**config.mk**
```make
export PLATFORM = sky130hd
export DESIGN_NAME = hamming_secded_decoder
export DESIGN_NICKNAME = d
export VERILOG_FILES = /design/src/rtl/hamming_secded_decoder.sv
export SDC_FILE = /design/constraint.sdc
export NUM_CORES = 1
export LEC_CHECK = 0
export BUFFER_PORTS_ARGS = -buffer_cell sky130_fd_sc_hd__buf_2
export CELL_PAD_IN_SITES_DETAIL_PLACEMENT = 1
export CELL_PAD_IN_SITES_GLOBAL_PLACEMENT = 1
export CORE_MARGIN = 4
export CORE_UTILIZATION = 39
export DETAILED_ROUTE_END_ITERATION = 10
export GPL_ROUTABILITY_DRIVEN = 0
export PLACE_DENSITY = 0.74
export SYNTH_ARGS = -nofsm -noshare
export SYNTH_HDL_FRONTEND = slang
export SYNTH_SLANG_ARGS = --single-unit
```
**constraint.sdc**
```tcl
create_clock -name clock -period 2 [get_ports clock]
set_input_delay 0.4 -clock clock [delete_from_list [all_inputs] [get_ports clock]]
set_output_delay 0.4 -clock clock [all_outputs]
set_load 0.05 [all_outputs]
```
**src/rtl/hamming_secded_decoder.sv**
```systemverilog
// hamming_secded_decoder: memory-mapped SECDED decoder for (16,11) extended-Hamming words
// Ports: clock/reset_n (sync, active low); req/ack handshake (ack is a level held until next accepted req);
// mem_addr/mem_rd_data (combinational read), mem_wr_en/mem_wr_data (byte write at the edge);
// err1_count/err2_count report corrected single and detected double errors of the last run.
module hamming_secded_decoder #(
    parameter int NUM_WORDS = 15,
    parameter int SRC_BASE  = 30,
    parameter int DST_BASE  = 0,
    parameter int ADDR_W    = 8
) (
    input  logic              clock,
    input  logic              reset_n,
    input  logic              req,
    output logic              ack,
    output logic [ADDR_W-1:0] mem_addr,
    input  logic [7:0]        mem_rd_data,
    output logic              mem_wr_en,
    output logic [7:0]        mem_wr_data,
    output logic [3:0]        err1_count,
    output logic [3:0]        err2_count
);
    typedef enum logic [2:0] {IDLE, RD_LO, RD_HI, DECODE, WR_LO, WR_HI, DONE} state_t;
    localparam int IW = NUM_WORDS > 1 ? $clog2(NUM_WORDS) : 1;
    state_t            state_q, state_d;
    logic [IW-1:0]     idx_q, idx_d;
    logic [7:0]        lo_q, lo_d, hi_q, hi_d;
    logic [10:0]       data_q, data_d;
    logic [1:0]        flag_q, flag_d;
    logic [3:0]        err1_q, err1_d, err2_q, err2_d;
    logic              ack_q, ack_d;
    logic [15:0]       w, wc;
    logic [3:0]        syn;
    logic              par;
    logic [ADDR_W-1:0] off;
    // The syndrome is the XOR of the positions holding a one; a nonzero overall parity
    // means an odd number of flips, so the syndrome then names the flipped bit (0 = p0).
    always_comb begin
        w   = {hi_q, lo_q};
        syn = '0;
        for (int k = 1; k < 16; k++)
            syn = w[k] ? syn ^ 4'(k) : syn;
        par = ^w;
        wc  = par ? w ^ (16'd1 << syn) : w;
    end
    always_comb begin
        state_d     = state_q;
        idx_d       = idx_q;
        lo_d        = lo_q;
        hi_d        = hi_q;
        data_d      = data_q;
        flag_d      = flag_q;
        err1_d      = err1_q;
        err2_d      = err2_q;
        ack_d       = ack_q;
        mem_addr    = '0;
        mem_wr_en   = 1'b0;
        mem_wr_data = '0;
        off         = ADDR_W'(idx_q) << 1;
        unique case (state_q)
            IDLE: begin
                if (req) begin
                    ack_d   = 1'b0;
                    err1_d  = '0;
                    err2_d  = '0;
                    idx_d   = '0;
                    state_d = RD_LO;
                end
            end
            RD_LO: begin
                mem_addr = ADDR_W'(SRC_BASE) + off;
                lo_d     = mem_rd_data;
                state_d  = RD_HI;
            end
            RD_HI: begin
                mem_addr = ADDR_W'(SRC_BASE) + off + ADDR_W'(1);
                hi_d     = mem_rd_data;
                state_d  = DECODE;
            end
            DECODE: begin
                data_d  = {wc[15:9], wc[7:5], wc[3]};
                flag_d  = par ? 2'b01 : (syn != 4'd0 ? 2'b10 : 2'b00);
                err1_d  = (par && err1_q != 4'hF) ? err1_q + 4'd1 : err1_q;
                err2_d  = (!par && syn != 4'd0 && err2_q != 4'hF) ? err2_q + 4'd1 : err2_q;
                state_d = WR_LO;
            end
            WR_LO: begin
                mem_addr    = ADDR_W'(DST_BASE) + off;
                mem_wr_en   = 1'b1;
                mem_wr_data = data_q[7:0];
                state_d     = WR_HI;
            end
            WR_HI: begin
                mem_addr    = ADDR_W'(DST_BASE) + off + ADDR_W'(1);
                mem_wr_en   = 1'b1;
                mem_wr_data = {flag_q, 3'b000, data_q[10:8]};
                idx_d       = idx_q + IW'(1);
                state_d     = (idx_q == IW'(NUM_WORDS - 1)) ? DONE : RD_LO;
            end
            DONE: begin
                ack_d   = 1'b1;
                state_d = IDLE;
            end
            default: state_d = IDLE;
        endcase
    end
    always_ff @(posedge clock) begin
        if (!reset_n) begin
            state_q <= IDLE;
            idx_q   <= '0;
            lo_q    <= '0;
            hi_q    <= '0;
            data_q  <= '0;
            flag_q  <= '0;
            err1_q  <= '0;
            err2_q  <= '0;
            ack_q   <= 1'b0;
        end else begin
            state_q <= state_d;
            idx_q   <= idx_d;
            lo_q    <= lo_d;
            hi_q    <= hi_d;
            data_q  <= data_d;
            flag_q  <= flag_d;
            err1_q  <= err1_d;
            err2_q  <= err2_d;
            ack_q   <= ack_d;
        end
    end
    assign ack        = ack_q;
    assign err1_count = err1_q;
    assign err2_count = err2_q;
endmodule

```
Word-level counts from Yosys, hierarchy flattened

Index checks and enable logic that the tools add are counted.

Shifts and indexed selects: 1
Reduce and logical (&&, ||, !) cells: 15
Equality and inequality tests: 12
Add/subtract/negate cells: 6
Bitwise operators: 15
Multiplexer cells: 32

Operator list:

| cell                                                | count |
|---|---|
| 2-to-1 mux 4 bit                                    | 11 |
| one-hot mux 7 bit (4 select lines)                  | 1 |
| one-hot mux 4 bit (2 select lines)                  | 3 |
| 2-to-1 mux 3 bit                                    | 6 |
| one-hot mux 3 bit (6 select lines)                  | 1 |
| 2-to-1 mux 16 bit                                   | 1 |
| one-hot mux 8 bit (2 select lines)                  | 1 |
| parity 16 bit                                       | 1 |
| << shifter 1 x 4 -> 16 bit, first input constant    | 1 |
| bitwise XOR 16 bit                                  | 1 |
| adder 4 x 1 -> 4 bit, second input constant         | 3 |
| NOT 2 bit                                           | 6 |
| NOT 3 bit                                           | 4 |
| equality test 3 bit, second input constant          | 3 |
| 2-to-1 mux 2 bit                                    | 4 |
| inequality test 4 bit, second input constant        | 2 |
| adder 6 x 1 -> 7 bit, second input constant         | 1 |
| adder 5 x 1 -> 6 bit, second input constant         | 1 |
| adder 5 x 5 -> 6 bit, first input constant          | 1 |
| equality test 3 x 2 -> 1 bit, second input constant | 2 |
| inequality test 2 bit, second input constant        | 3 |
| AND reduction 3 bit                                 | 2 |
| nonzero test 2 bit                                  | 3 |
| equality test 4 bit, second input constant          | 1 |
| 11 further kinds                                    | 18 |

Input bits: 11
Word-level logic and storage cells: 90
Output and inout bits: 26
Flip-flop bits (word level): 45

Depth between registers and ports, before layout

Gate-level depths: netlist (run 1).

Depth in word-level cells: 31
Gate-level depth with buffers: 7
Mapped depth without buffers: 6

Worst setup path before layout (run 1)

OpenSTA, ideal clock, no wires.

Kind: flip-flop to output port
From: reg state_q[2]
To: out mem_addr[4]
Path buffers: 2
Cell stages (with the launch flop): 5
Data required time: 1.600 ns
Setup slack: -0.578 ns
Arrival: 2.178 ns
Cells stage by stage: dfxtp_1 -> clkbuf_1 -> buf_1 -> a21oi_1 -> o32ai_1

Word-level cells in the longest chain between the ends: 2
Elaborated cells between the ends (all ways): 5
Classes of those cells: eq/ne (4); mux (1)

RTL lines:

| item                                              | line | text |
|---|---|---|
| start: declaration                                | 24   | `state_t state_q, state_d;` |
| start signal: assignment                          | 118  | `state_q <= state_d;` |
| equality test 3 bit, or another cell as far along | 59   | `unique case (state_q)` |
| one-hot mux 7 bit (4 select lines) *              | 59   |  |
| end: declaration                                  | 15   | `output logic [ADDR_W-1:0] mem_addr,` |

Mark *: on every way between the ends. The rest lies on a longest branch, timed or not.

Final worst setup path (run 1)

From: reg hi_q[6]
To: reg data_q[4]

Word-level cells in the longest chain between the ends: 6
Elaborated cells between the ends (all ways): 7
Classes of those cells: shift (1); mux (3); bitwise (2); reduce/logical (1)

RTL lines:

| item                       | line | text |
|---|---|---|
| start: declaration         | 26   | `logic [7:0] lo_q, lo_d, hi_q, hi_d;` |
| start signal: assignment   | 121  | `hi_q <= hi_d;` |
| 2-to-1 mux 4 bit           | 41   | `syn = w[k] ? syn ^ 4'(k) : syn;` |
| NOT 4 bit (no line)        | n/a  |  |
| 2-to-1 mux 4 bit           | 41   |  |
| << shifter 1 x 4 -> 16 bit | 43   | `wc = par ? w ^ (16'd1 << syn) : w;` |
| bitwise XOR 16 bit         | 43   |  |
| 2-to-1 mux 16 bit *        | 43   |  |
| end signal: assignment     | 122  | `data_q <= data_d;` |
| end: declaration           | 27   | `logic [10:0] data_q, data_d;` |

Marked as above.
A chain may end at the register's enable or synchronous reset.

==> key figures, run 1 <==
Status
  – Outcome: finished with violations
  – Failing checks: setup timing

Critical path
  – Crit path top cell by count: buf_4
  – CP arrival: 2.40 ns
  – Req. time, crit path: 2.21 ns
  – Worst path depth: 8
  – Slowest cell on crit path: dfxtp_2
  – Setup crit end kind: register
  – Worst stage delay on the critical path: 0.36 ns
  – Worst path top cell family by delay: XOR/XNOR gates
  – Worst Path Buf+Inv: 2
  – WS Path Type: reg2reg
  – Worst Path Max Fanout: 4
  – Startpoint types: register
  – FF-to-FF path depth: 8
  – Cell Chain, Critical Path: buf_4, xnor2_4, xor2_2, buf_4, nor3_2, o22ai_1, xor2_1, a211oi_1

Clocking
  – Clk slew on worst S/H paths: 0.09 ns
  – TritonCTS buffer count: 5
  – Root Buffer: clkbuf_8
  – Skew-Pair Late Insertion Delay: 0.31 ns
  – TritonCTS clock tree: yes
  – H-tree depth: 2
  – Clock sinks: 45
  – Maximum clock path buffer count: 2

Place
  – Placed cell areas: 3337 um2
  – Dpl ws: -0.1323 ns
  – Placed Instances: 475
  – Post-DP HPWL: 5.717 mm
  – I/O Buffers: 34

Cells and area
  – # diodes: 0
  – Area Overhead vs Synth: 56.32%
  – Fin util: 62.87%
  – Post-route cell area: 4272 um2
  – FILL cells: 740
  – Register area: 954.7 um2
  – Layout cells sized above 1: 48.64%
  – Final net count: 421
  – Final Instance Count excl. Fillers: 501
  – Multi-input gate area: 2375 um2

Run
  – # Max-Cap Violations: 0

Yosys
  – Top-count cell post-synth: nor2_1
  – Synth Cell Area: 2733 um2
  – Synthesized area per cell: 8.566 um2
  – Sequential fraction of the synthesis area: 32.97%
  – Post-synthesis async set-or-reset flop share: 0%
  – Synth top area share: 32.97%
  – FF+latch count, synth: 45
  – Unique masters post-synth: 40
  – Leading area contributor after synthesis: dfxtp_1
  – Dominant synthesized flop cell: dfxtp_1
  – Synth top cells by count: nor2_1 (49), dfxtp_1 (45), mux2i_1 (28)
  – EDFF count, synth: 0
  – Yosys warns: 0
  – Syn Inst Count: 319
  – Main area contributors after synthesis: dfxtp_1 (33%), mux2i_1 (10%), nor2_1 (6.7%)

Timing
  – Slew Viols, Final: 0
  – RSZ-0062 raised after global routing: true
  – Worst setup margin: -0.1938 ns
  – Setup Viol. Count Final: 21
  – Fin. Hold Viols: 0
  – Slew @ Worst Pin: 0.5677 ns
  – Fin crit share: 109.7%
  – Highest clock rate: 455.8 MHz
  – Worst Clk Skew: 0.009069 ns
  – Min Clock Period, post-route: 2.194 ns
  – Slew HR: 62.02%

Floorplanning
  – Die Area: 8410 um2
  – Die H: 91.71 um
  – Site row count: 30
  – Initial Util: 40.22%
  – Core region area: 6794 um2
  – Die Width: 91.71 um
  – IO Pins: 37

Global route
  – Antenna violations before repair: 0
  – Vias in the first global route: 2750
  – First-pass GRT wire length: 14.55 mm
  – Aggregate global-route resource usage: 21.60%
  – Largest net degree at the start of global routing: 32
  – GR Overflow Total: 0

Min path
  – Hold Path Cell Cnt: 3
  – Worst hold path class: in2reg

Routing
  – Total wire length: 11.90 mm
  – Antenna-violating nets left: 0
  – 1st-pass router iterations: 4
  – Met2 wire length: 6.057 mm
  – Met1 wire length: 4.809 mm
  – # DRC: 0
  – Met3 wire len: 641 um
  – Routed WL per cell: 23.76 um
  – Routed vias/inst: 5.758
  – Routed vias: 2885
  – Top Metal Used: met4
  – DRT iter0 DRCs: 206

Power
  – P_leak: 1.692 nW
  – Cell Pwr Density: 761.7 nW/um2
  – Pwr Total: 0.003254 W
  – Peak supply drop: 379.5 uV
[kinds of logic after synthesis]
logic type	after synthesis	share of synthesized area, %
other	1	0.1372
DFF	45	32.97
and+or+nand+nor	116	20.51
buffers and inverters	23	3.479
adders and majority gates	5	2.289
xor gates and xnor gates	44	16.57
muxes	28	10.26
AOI/OAI and AO/OA	57	13.78
[metrics by stage]
step	setup TNS, ns	hold slack, ns
2_1_floorplan	-1.346	0.4360
3_3_place_gp	-0.1832	0.4416
3_5_place_dp	-0.5624	0.4505
4_1_cts	0	0.3417
5_1_grt	-3.907	0.3374
6_report	-1.920	0.3456
[worst min-delay path: stages]
cell and delay (ns):
buf_2 0.09, mux2i_1 0.06, nor2_1 0.07
[repair_timing]
item / 4_1_cts / 5_1_grt
endpoints found under the setup margin: 27 / 32
hold buffers: 0 / 0
cloned: 1 / 0
setup buffers: 4 / 14
gates resized for setup: 49 / 83
pin swaps: 9 / 22
[power breakdown]
group,switching (W),internal [W]
combinational,0.000898,0.000661
sequential,0.0000656,0.000931
clock,0.000334,0.000364
total,0.00130,0.00196
[final timing paths]
kind	startpoint	slack, ns	endpoint
setup / recovery	hi_q[6]	-0.19	data_q[4]
hold / removal	mem_rd_data[5]	0.35	lo_q[5]
setup reg to reg	hi_q[6]	-0.19	data_q[4]
hold reg to reg	flag_q[1]	0.47	flag_q[1]
[cell usage in the layout, fill, tap and decap left out, types with 4 or more instances in the layout]
master	instances
buf_2	25
nor3_1	9
xnor2_1	5
dfxtp_4	12
xor2_2	7
dfxtp_1	26
o21ai_0	7
clkbuf_8	5
xnor2_2	7
a31oi_1	4
buf_6	9
a21oi_1	12
dfxtp_2	7
nand2b_1	6
nand4_1	4
o22ai_2	5
mux2i_1	28
nor2_1	46
xor2_4	7
nand3_1	5
xor2_1	11
a211oi_1	6
nand2_1	13
xnor2_4	8
ha_1	4
nor4_4	4
buf_4	59
a211oi_2	5
o22ai_1	8
[flip-flops by register name (all words and copies together), names as in the netlist]
signal / cells
flag_q: 2
hi_q: 8
idx_q: 4
err1_count: 4
lo_q: 8
state_q: 3
err2_count: 4
data_q: 11
ack: 1
[layout make-up]
class                   instances  area share [%]
repair buffers                 95           16.32
well taps                      96           2.812
clock inverters                 2          0.8202
multi-input cells             253           55.59
flip-flops and latches         45           22.35
inverters                       5          0.4979
clock buffers                   5           1.611
[layer usage]
metal | vias to the layer above | global-route usage [%]
li1 | 1286 | -
met1 | 1448 | 26.69
met2 | 118 | 37.80
met3 | 33 | 3.445
met4 | 0 | 7.797
met5 | - | 0
Note: power is estimated with default switching activity, not from simulation.
==> inputs of run 2 (changes only) <==
- CAP_MARGIN: unset -> 20
- CELL_PAD_IN_SITES_DETAIL_PLACEMENT: 1 -> unset
- CELL_PAD_IN_SITES_GLOBAL_PLACEMENT: 1 -> unset
- CORE_UTILIZATION: 39 -> 52
==> key figures, run 2 (synthesized netlist as in run 1, its figures left out) <==
Global route
  – Aggregate global-route resource usage: 22.88%
  – Antenna violations before repair: 0
  – GR Overflow Total: 0
  – First-pass GRT wire length: 11.71 mm
  – Largest net degree at the start of global routing: 32
  – Vias in the first global route: 2451

Critical path
  – WS Path Type: reg2reg
  – Worst stage delay on the critical path: 0.40 ns
  – Worst path top cell family by delay: XOR/XNOR gates
  – Setup crit end kind: register
  – CP arrival: 2.36 ns
  – Worst Path Buf+Inv: 1
  – Crit path top cell by count: xnor2_2
  – Worst path depth: 7
  – Cell Chain, Critical Path: xnor2_2, buf_4, xor2_4, xnor2_2, xnor2_2, or3_1, a21oi_1
  – FF-to-FF path depth: 7
  – Slowest cell on crit path: or3_1
  – Startpoint types: register
  – Worst Path Max Fanout: 6
  – Req. time, crit path: 2.24 ns

Routing
  – Routed vias/inst: 5.900
  – Routed WL per cell: 18.91 um
  – DRT iter0 DRCs: 303
  – Total wire length: 8.887 mm
  – Antenna-violating nets left: 0
  – # DRC: 0
  – Routed vias: 2773
  – 1st-pass router iterations: 6

Place
  – I/O Buffers: 34
  – Post-DP HPWL: 4.864 mm
  – Dpl ws: -0.06910 ns

Power
  – Peak supply drop: 582.9 uV
  – Comb pwr share: 47.7%
  – Clock network power share: 18.9%
  – Net Sw Frac: 38.63%
  – Internal cell power: 0.001823 W
  – Sw power: 0.001147 W
  – Sequential share of power: 33.4%
  – Cell Pwr Density: 733.0 nW/um2
  – Pwr Total: 0.002970 W
  – P_leak: 1.616 nW

Floorplanning
  – Core region area: 5107 um2
  – Die H: 80.49 um
  – Initial Util: 53.50%
  – Die Width: 80.49 um
  – Die Area: 6479 um2
  – IO Pins: 37
  – Site row count: 26

Cells and area
  – Area Overhead vs Synth: 48.26%
  – # diodes: 0
  – Commonest non-fill, non-tap cell in the layout: buf_4
  – Layout cells sized above 1: 45.25%
  – Most frequent cells in the layout: buf_4 (54), nor2_1 (45), dfxtp_1 (31)
  – Register area: 940.9 um2
  – Multi-input gate area: 2295 um2
  – Largest registers: data_q x11, hi_q x8, lo_q x8
  – Biggest register: data_q
  – Fin util: 79.32%
  – FILL cells: 324
  – Final net count: 415
  – Max reg flops: 11

Timing
  – RSZ-0062 raised after global routing: true
  – Slew Viols, Final: 0
  – Fin crit share: 106.3%
  – Setup Viol. Count Final: 11
  – Highest clock rate: 470.2 MHz
  – Fin. Hold Viols: 0
  – Slew HR: 56.64%
  – Slew @ Worst Pin: 0.6435 ns
  – Worst Clk Skew: 0.01176 ns
  – Final Hold Slack: 0.3474 ns
  – Min Clock Period, post-route: 2.127 ns
  – Worst setup margin: -0.1266 ns

Min path
  – Worst hold path class: in2reg
  – Hold Path Cell Cnt: 3

Clocking
  – H-tree depth: 2
  – Clk slew on worst S/H paths: 0.09 ns
  – TritonCTS buffer count: 5
  – Maximum clock path buffer count: 2
  – Root Buffer: clkbuf_8
  – TritonCTS clock tree: yes
  – Skew-Pair Late Insertion Delay: 0.31 ns
  – Clock sinks: 45

Run
  – # Max-Cap Violations: 0

Status
  – Outcome: finished with violations
  – Failing checks: setup timing
[run 2: worst paths after layout]
kind / from / to / slack (ns)
worst max-delay path: hi_q[7] / err1_count[3] / -0.13
worst max register to register: hi_q[7] / err1_count[3] / -0.13
worst min register to register: flag_q[1] / flag_q[1] / 0.46
worst min-delay path: mem_rd_data[0] / hi_q[0] / 0.35
[run 2: per-layer routing]
metal	GRT usage (%)	up-vias	wire length, um
li1	-	1281	-
met1	30.07	1328	3696
met2	38.16	139	4320
met3	4.036	25	627
met4	6.757	0	243
met5	0	-	0
[run 2: through the flow]
stage	TNS [ns]	instance area, um2	std cells
2_1_floorplan	-1.346	2799	320
3_3_place_gp	0	3312	450
3_5_place_dp	-0.2905	3312	450
4_1_cts	-0.05499	3563	463
5_1_grt	-2.755	4051	470
6_report	-0.6639	4051	470
[run 2: what timing repair did]
action | CTS | global route
gates cloned | 1 | 0
pin swaps | 6 | 9
hold buffers | 0 | 0
endpoints found under the setup margin | 27 | 35
gates resized for setup | 33 | 75
buffers inserted | 4 | 7
[run 2: worst min-delay path, stage by stage]
cell and delay, ns:
buf_2 0.09, mux2i_1 0.06, nor2_1 0.07
[run 2: area by class of cell]
cell class | count | share of cell area (%)
clock buffers | 6 | 1.791
flip-flops and latches | 45 | 23.22
clock inverters | 2 | 0.2471
repair buffers | 89 | 15.47
multi-input cells | 253 | 56.64
well taps | 70 | 2.162
inverters | 5 | 0.4632
[run 2: power by group through the flow]
stage          registers (W)  logic (W)  clock network [W]
2_1_floorplan       0.000989   0.000645                  0
3_3_place_gp        0.000993   0.000935                  0
3_5_place_dp        0.000996   0.000951                  0
4_1_cts             0.000979    0.00106           0.000564
5_1_grt             0.000997    0.00149           0.000611
6_report            0.000991    0.00142           0.000561
==> inputs of run 3 (changes only) <==
==> constraint.sdc (replaced) <==
create_clock -name clock -period 2 [get_ports clock]
set_input_delay 0.3 -clock clock [delete_from_list [all_inputs] [get_ports clock]]
set_output_delay 0.3 -clock clock [all_outputs]
set_load 0.05 [all_outputs]
==> key figures, run 3 (synthesized netlist as in run 1, its figures left out) <==
Min path
  – Worst hold path class: in2reg
  – Hold wc startpoint: mem_rd_data[4]

Power
  – P_leak: 1.535 nW
  – Pwr Total: 0.002978 W
  – Peak supply drop: 468.1 uV
  – Cell Pwr Density: 771.7 nW/um2

Cells and area
  – Area Overhead vs Synth: 41.21%
  – FILL cells: 353
  – # diodes: 0
  – Biggest register: data_q
  – Max reg flops: 11
  – Final net count: 405
  – Multi-input gate area: 2161 um2
  – Register area: 948.4 um2
  – Commonest non-fill, non-tap cell in the layout: nor2_1
  – Layout cells sized above 1: 41.28%
  – Most frequent cells in the layout: nor2_1 (47), buf_4 (46), buf_2 (29)
  – Final Instance Count excl. Fillers: 460
  – Largest registers: data_q x11, hi_q x8, lo_q x8

Timing
  – Setup Viol. Count Final: 5
  – Fin. Hold Viols: 0
  – Final Hold Slack: 0.2357 ns
  – Fin crit share: 103.9%
  – Slew Viols, Final: 0
  – Slew @ Worst Pin: 0.5619 ns
  – RSZ-0062 raised after global routing: true
  – Slew HR: 62.40%
  – Min Clock Period, post-route: 2.079 ns
  – Highest clock rate: 481.1 MHz
  – Worst setup margin: -0.07869 ns
  – Worst Clk Skew: 0.01217 ns
  – Sum Neg Setup Slack: -0.1720 ns

Critical path
  – Worst r2r src: lo_q[6]
  – Crit path launch: lo_q[6]
  – Setup crit end kind: register
  – WS Path Type: reg2reg
  – CP arrival: 2.30 ns
  – Worst Path Max Fanout: 7
  – Req. time, crit path: 2.22 ns
  – Startpoint types: register

Run
  – # Max-Cap Violations: 0

Routing
  – # DRC: 0
  – Antenna-violating nets left: 0
  – Routed WL per cell: 17.45 um
  – Routed vias/inst: 5.826
  – Total wire length: 8.025 mm
  – 1st-pass router iterations: 7
  – Routed vias: 2680
  – DRT iter0 DRCs: 246

Floorplanning
  – Site row count: 26
  – Initial Util: 53.50%
  – Die Width: 80.49 um
  – IO Pins: 37
  – Die Area: 6479 um2
  – Die H: 80.49 um
  – Core region area: 5107 um2

Status
  – Failing checks: setup timing
  – Outcome: finished with violations

Clocking
  – TritonCTS clock tree: yes
  – Clk slew on worst S/H paths: 0.09 ns
  – Clock sinks: 45
  – H-tree depth: 2
  – TritonCTS buffer count: 5
  – CTS Hold Buffers Added: 0
  – Root Buffer: clkbuf_8
  – Maximum clock path buffer count: 2
  – Skew-Pair Late Insertion Delay: 0.31 ns

Global route
  – Met2 usage: 35.93%
  – First-pass GRT wire length: 11.12 mm
  – M3 GR Usage: 3.587%
  – Vias in the first global route: 2351
  – Met1 Usage GRT: 28.88%
  – Antenna violations before repair: 0
  – GRT busiest layer: met2
  – GR Overflow Total: 0
  – Aggregate global-route resource usage: 21.91%
  – Largest net degree at the start of global routing: 32

Place
  – Post-DP HPWL: 4.750 mm
  – Placed Instances: 445
  – I/O Buffers: 34
run 3: changes by cell type in the layout (fill, tap and decap cells not counted), moves of 4 or more:
cell | before | now
buf_4 | 54 | 46
buf_6 | 7 | 3
dfxtp_1 | 31 | 27
nand2b_1 | 5 | 9
nand2b_4 | 4 | 0
run 3: what timing repair did:
item	CTS	global route
gates resized for setup	18	73
endpoints found under the setup margin	15	27
cloned	1	0
buffers inserted	1	6
pin swaps	6	21
hold endpoints to repair	0	0
run 3: through the flow:
step	instance area [um2]	setup WS, ns	utilization (%)
2_1_floorplan	2751	-0.4318	-
3_3_place_gp	3227	-0.02273	63.18
3_5_place_dp	3227	-0.1161	63.18
4_1_cts	3436	-0.002901	67.27
5_1_grt	3859	-0.1693	75.55
6_report	3859	-0.07869	75.55
run 3: area by class of cell:
type	instances	share of cell area (%)
flip-flops and latches	45	24.58
well taps	70	2.270
inverters	5	0.4864
clock buffers	6	1.881
multi-input cells	253	56.00
repair buffers	79	13.78
clock inverters	2	1.005
run 3: worst paths after layout:
path,endpoint,slack [ns],cells after the start
worst max-delay path,data_q[3],-0.08,7
worst min-delay path,hi_q[4],0.24,3
worst max register to register,data_q[3],-0.08,7
worst min register to register,flag_q[1],0.47,2
run 3: worst max-delay path: stages, from the launching register on:
cell      delay, ns
dfxtp_4        0.41
xor2_4         0.30
xor2_4         0.18
nor4_1         0.39
buf_4          0.19
o22ai_1        0.09
xor2_1         0.17
a211oi_1       0.24
run 3: where the power goes:
part | leakage (nW) | switching [W] | internal (W)
registers | 0.376 | 0.0000584 | 0.000932
logic | 1.10 | 0.000726 | 0.000564
clock network | 0.0554 | 0.000323 | 0.000375
total | 1.53 | 0.00111 | 0.00187
run 3: layer usage:
layer  wire length (um)  vias up  share of wire, %
met4                158        0               2.0
met5                  0        -                 0
li1                   -     1265                 -
met2               4090      119                51
met3                481       19               6.0
met1               3294     1277                41
